===== config.mk =====
export PLATFORM = sky130hd
export DESIGN_NAME = modulation_segment_collector
export DESIGN_NICKNAME = d
export VERILOG_FILES = /design/src/rtl/modulation_segment_collector.sv
export SDC_FILE = /design/constraint.sdc
export NUM_CORES = 1
export LEC_CHECK = 0
export CORE_MARGIN = 2
export CORE_UTILIZATION = 59
export DETAILED_ROUTE_END_ITERATION = 12
export PLACE_DENSITY = 0.78
export RECOVER_POWER = 100
export REMOVE_ABC_BUFFERS = 1
export SLEW_MARGIN = 5
export SYNTH_ARGS = -nofsm -noshare
export SYNTH_HDL_FRONTEND = slang
export SYNTH_SLANG_ARGS = --single-unit

===== constraint.sdc =====
create_clock -name clk -period 4.9 [get_ports clk]
set_input_delay 0.735 -clock clk [delete_from_list [all_inputs] [get_ports clk]]
set_output_delay 0.735 -clock clk [all_outputs]
set_load 0.005 [all_outputs]

===== src/rtl/modulation_segment_collector.sv =====
// Collects NUM_SEGS indexed segments for one symbol, then streams them out in index order.
// Define MOD_SEG_ERR_EN to add the sticky seg_err output (illegal or duplicate index seen).
module modulation_segment_collector #(
    parameter int NUM_SEGS = 8,
    parameter int DATA_W   = 32,
    parameter int IDX_W    = 3
) (
    input  logic              clk,
    input  logic              reset,
    input  logic              start,
    input  logic [DATA_W-1:0] segment_in,
    input  logic [IDX_W-1:0]  segment_idx,
    input  logic              segment_valid,
    output logic [DATA_W-1:0] sample_out,
    output logic              sample_valid,
    input  logic              sample_ready,
    output logic              valid,
`ifdef MOD_SEG_ERR_EN
    output logic              seg_err,
`endif
    output logic              busy
);

    // Output handshake: a sample moves on every clk edge where sample_valid and
    // sample_ready are both high; sample_out/sample_valid never change while stalled.

    typedef enum logic [1:0] {
        IDLE,
        COLLECT,
        EMIT
    } state_t;

    localparam logic [IDX_W:0]   SEG_COUNT = (IDX_W + 1)'(NUM_SEGS);
    localparam logic [IDX_W-1:0] LAST_PTR  = IDX_W'(NUM_SEGS - 1);

    state_t              state;
    state_t              state_next;
    logic [DATA_W-1:0]   seg_buf [NUM_SEGS];
    logic [NUM_SEGS-1:0] mask;
    logic [NUM_SEGS-1:0] mask_next;
    logic [NUM_SEGS-1:0] idx_onehot;
    logic [IDX_W-1:0]    rd_ptr;
    logic [DATA_W-1:0]   first_sample;
    logic                idx_legal;
    logic                seg_write;
    logic                collect_done;
    logic                transfer;
    logic                last_transfer;

    always_comb begin
        idx_legal     = {1'b0, segment_idx} < SEG_COUNT;
        seg_write     = (state == COLLECT) && segment_valid && idx_legal;
        idx_onehot    = seg_write ? (NUM_SEGS'(1) << segment_idx) : '0;
        mask_next     = mask | idx_onehot;
        collect_done  = (state == COLLECT) && (&mask_next);
        transfer      = (state == EMIT) && sample_valid && sample_ready;
        last_transfer = transfer && (rd_ptr == LAST_PTR);
        // Segment 0 may be arriving in the very cycle that completes the symbol.
        first_sample  = (seg_write && (segment_idx == '0)) ? segment_in : seg_buf[0];
    end

    always_ff @(posedge clk) begin
        if (reset) begin
            state <= IDLE;
        end else begin
            state <= state_next;
        end
    end

    always_comb begin
        state_next = state;
        busy       = 1'b0;
        case (state)
            IDLE: begin
                if (start) begin
                    state_next = COLLECT;
                end
            end
            COLLECT: begin
                busy = 1'b1;
                if (collect_done) begin
                    state_next = EMIT;
                end
            end
            EMIT: begin
                busy = 1'b1;
                if (last_transfer) begin
                    state_next = IDLE;
                end
            end
            default: state_next = IDLE;
        endcase
    end

    always_ff @(posedge clk) begin
        if (seg_write) begin
            seg_buf[segment_idx] <= segment_in;
        end
    end

    always_ff @(posedge clk) begin
        if (reset) begin
            mask         <= '0;
            rd_ptr       <= '0;
            sample_out   <= '0;
            sample_valid <= 1'b0;
            valid        <= 1'b0;
        end else begin
            valid <= last_transfer;
            if ((state == IDLE) && start) begin
                mask <= '0;
            end else if (seg_write) begin
                mask <= mask_next;
            end
            // Output register is preloaded with the next buffered entry so it is ready on transfer.
            if (collect_done) begin
                rd_ptr       <= '0;
                sample_out   <= first_sample;
                sample_valid <= 1'b1;
            end else if (last_transfer) begin
                rd_ptr       <= '0;
                sample_out   <= '0;
                sample_valid <= 1'b0;
            end else if (transfer) begin
                rd_ptr     <= rd_ptr + 1'b1;
                sample_out <= seg_buf[rd_ptr + 1'b1];
            end
        end
    end

`ifdef MOD_SEG_ERR_EN
    logic seg_fault;

    assign seg_fault = (state == COLLECT) && segment_valid &&
                       (!idx_legal || ((mask & idx_onehot) != '0));

    always_ff @(posedge clk) begin
        if (reset) begin
            seg_err <= 1'b0;
        end else if ((state == IDLE) && start) begin
            seg_err <= 1'b0;
        end else if (seg_fault) begin
            seg_err <= 1'b1;
        end
    end
`endif

endmodule


==> results.yml <==
sta:
  grt_setup_unrepaired: "no"
  max_slew_margin_pct: -55.8
  drv_slew: 105
  fmax_mhz: 269
  fin_crit_ps: 3710
  skew_ps: 18.2
  holdWs_ps: 501
  setup_violations: 0
  hold_viol_final: 0
  min_period_over_period_pct: 75.8
  tightest_slew_ps: 2340
synthesis:
  yosysTopAreaCell: "edfxtp_1"
  async_flop_share_pct: 0
  yosysWarnings: 0
  postSynthCellCount: 717
  netlist_area_um2: 12300
  ys_seq_elements: 303
  synth-seq-area-share_pct: 70.1
  synth_edf_count: 256
  synth_cell_types: 40
  avgSynthCellArea_um2: 17.2
  ys.flop_type: "edfxtp_1"
  synth_top_area_share_pct: 62.5
  yosys-top-cells-area: "edfxtp_1, mux4_2, dfxtp_1"
power_and_ir_drop:
  power.density_nw_per_um2: 393
  leakage_nw: 4.50
  ir_worst_vdd_mv: 0.316
final_layout:
  layout_commonest_cell: "edfxtp_1"
  layout.nets: 840
  layout-area-overhead-vs-synth_pct: 15.3
  drive_gt1_share_pct: 16.8
  final_cells: 1087
  final_cell_mix: "edfxtp_1, nand2_1, dlygate4sd3_1"
global_route:
  groute.usage.overall_pct: 25.0
  grt_max_degree: 65
  antenna_found_initial: 1
  overflow: 0
  grt_pass1_wl_mm: 41.0
  grt_pass1_vias: 7028
clock_tree:
  htreeDepth: 1
  cts_made_buffers: 30
  cts_hold_buffers: 0
  tritoncts: "built"
  root_buffer: "clkbuf_16"
  cts_resized: 0
  clk_latency_ps: 560
  cts_num_sinks: 303
  clock_path_buffers: 3
  postCtsSetupBuffers: 0
  clkTransAtPathRegs_ps: 60
floorplanning:
  pin_count: 75
  die_y_um: 148
  rows: 52
  die_area_um2: 22000
  core-area_um2: 20400
  initial_utilization_pct: 60.4
  die_x_um: 148
critical_path:
  start_kind: "primary input"
  crit_family: "simple AND/OR/NAND/NOR gates"
  r2r-start: "state[1]"
  max_stage_delay_ps: 1630
  worstPathArrival_ps: 3940
  critical_path_buf_inv_count: 2
  required_ps: 5130
  worstSetupStartpoint: "segment_idx[0]"
  endpoint_kind: "flop"
  crit_type: "primary input to flop"
  slowest_stage: "nor2_1"
  cp_max_fo: 19
  path_cells: "dlygate4sd3_1, nand2_1, nor2_1, buf_4"
run_status:
  outcome: "finished with violations"
  violations: "capacitance limit, slew limit"
run:
  cap_violations: 4
placement:
  dp.cells: 1031
  place.gp.congestion: 0.822
  post-dp-hpwl_mm: 14.6
  io_buffers: 74
detailed_routing:
  avgViaCountPerCell: 6.32
  dr.first_iter.drc_count: 640
  first_pass_iters: 5
  ant_nets: 0
  drc_errors: 0
  vias: 6875
  wl_per_cell_um: 25.0
  wl_mm: 27.2
worst_hold_path:
  hp-class: "flop to flop"
  hp-start: "mask[0]"
[power by group]
| part | total, mW | internal [mW] | switching, mW |
|---|---|---|---|
| sequential | 2.87 | 2.86 | 0.0190 |
| combinational | 0.244 | 0.0854 | 0.159 |
| clock | 2.46 | 1.51 | 0.943 |
| total | 5.58 | 4.46 | 1.12 |
[per-stage QoR]
step	util [%]	area [um^2]	power (mW)	setup TNS [ps]	setup slack, ps
floorplan	-	12000	3.04	-17600	-575
global placement	65.4	13300	3.16	0	1500
detailed placement	65.4	13300	3.18	0	1380
CTS	70.6	14400	5.61	0	1910
global route	69.7	14200	5.72	0	1010
finish	69.7	14200	5.58	0	1190
[flip-flops by register name, summed over array words and instances (netlist names)]
register	count
seg_buf	256
state	2
mask	8
sample_valid	1
sample_out	32
rd_ptr	3
valid	1
[logic make-up (layout without fill, tap and decap cells)]
family / count (synthesis) / after routing / share of synthesized area (%)
adder cells (fa/ha/maj): 7 / 7 / 0.712
AO/OA/AOI/OAI: 110 / 110 / 7.06
multiplexers: 100 / 100 / 14.7
buffers and inverters: 54 / 153 / 2.31
AND/OR/NAND/NOR: 143 / 143 / 5.16
other: 0 / 1 / 0
flip-flops: 303 / 303 / 70.1
[tightest hold or removal path, cell delays in order (launching register included)]
cell     delay (ps)
dfxtp_1         330
inv_1            60
a21oi_1          60
[Yosys cell counts, types with 2 or more instances]
cell type    n
dfxtp_1     47
o21ai_1      8
mux4_2      64
clkbuf_1    21
o21ai_0     25
nand2b_1     4
nor2b_1      2
a311oi_2    27
ha_1         7
mux2i_1     35
nor3b_1      3
inv_1        6
buf_8        3
buf_1        5
a22oi_1      2
nand2_1     99
and3_1       2
edfxtp_1   256
nor2_1      20
a31oi_1      2
nor3_2       3
a21oi_1     36
buf_2       11
buf_4        7
and3b_1      2
a311oi_1     5
and2_1       2
[final cells by class]
cell class	instances	area, um^2
Timing Repair Buffer	92	841
Tap cell	270	338
Inverter	6	22.5
Sequential cell	303	8630
Multi-Input combinational cell	360	3280
Antenna cell	1	2.50
Fill cell	1292	6170
Clock inverter	14	233
Clock buffer	41	842
[layer usage]
layer  global-route usage (%)  vias up  routed length, um  share of wire, %
li1                         -     2988                  -                 -
met1                     33.0     3533              10300                38
met2                     43.3      303              14300                52
met3                     4.45       51               2100               7.7
met4                     6.90        0                586               2.2
met5                        0        -                  0                 0
[path summary, 6_finish.rpt]
| path | endpoint | slack, ps | cells after the start |
|---|---|---|---|
| worst max-delay path | seg_buf[3][18] | 1190 | 4 |
| worst min-delay path | mask[0] | 500 | 2 |
| worst max register to register | seg_buf[3][18] | 1280 | 6 |
| worst min register to register | mask[0] | 500 | 2 |
No activity file was read; power rests on OpenSTA's default activity.
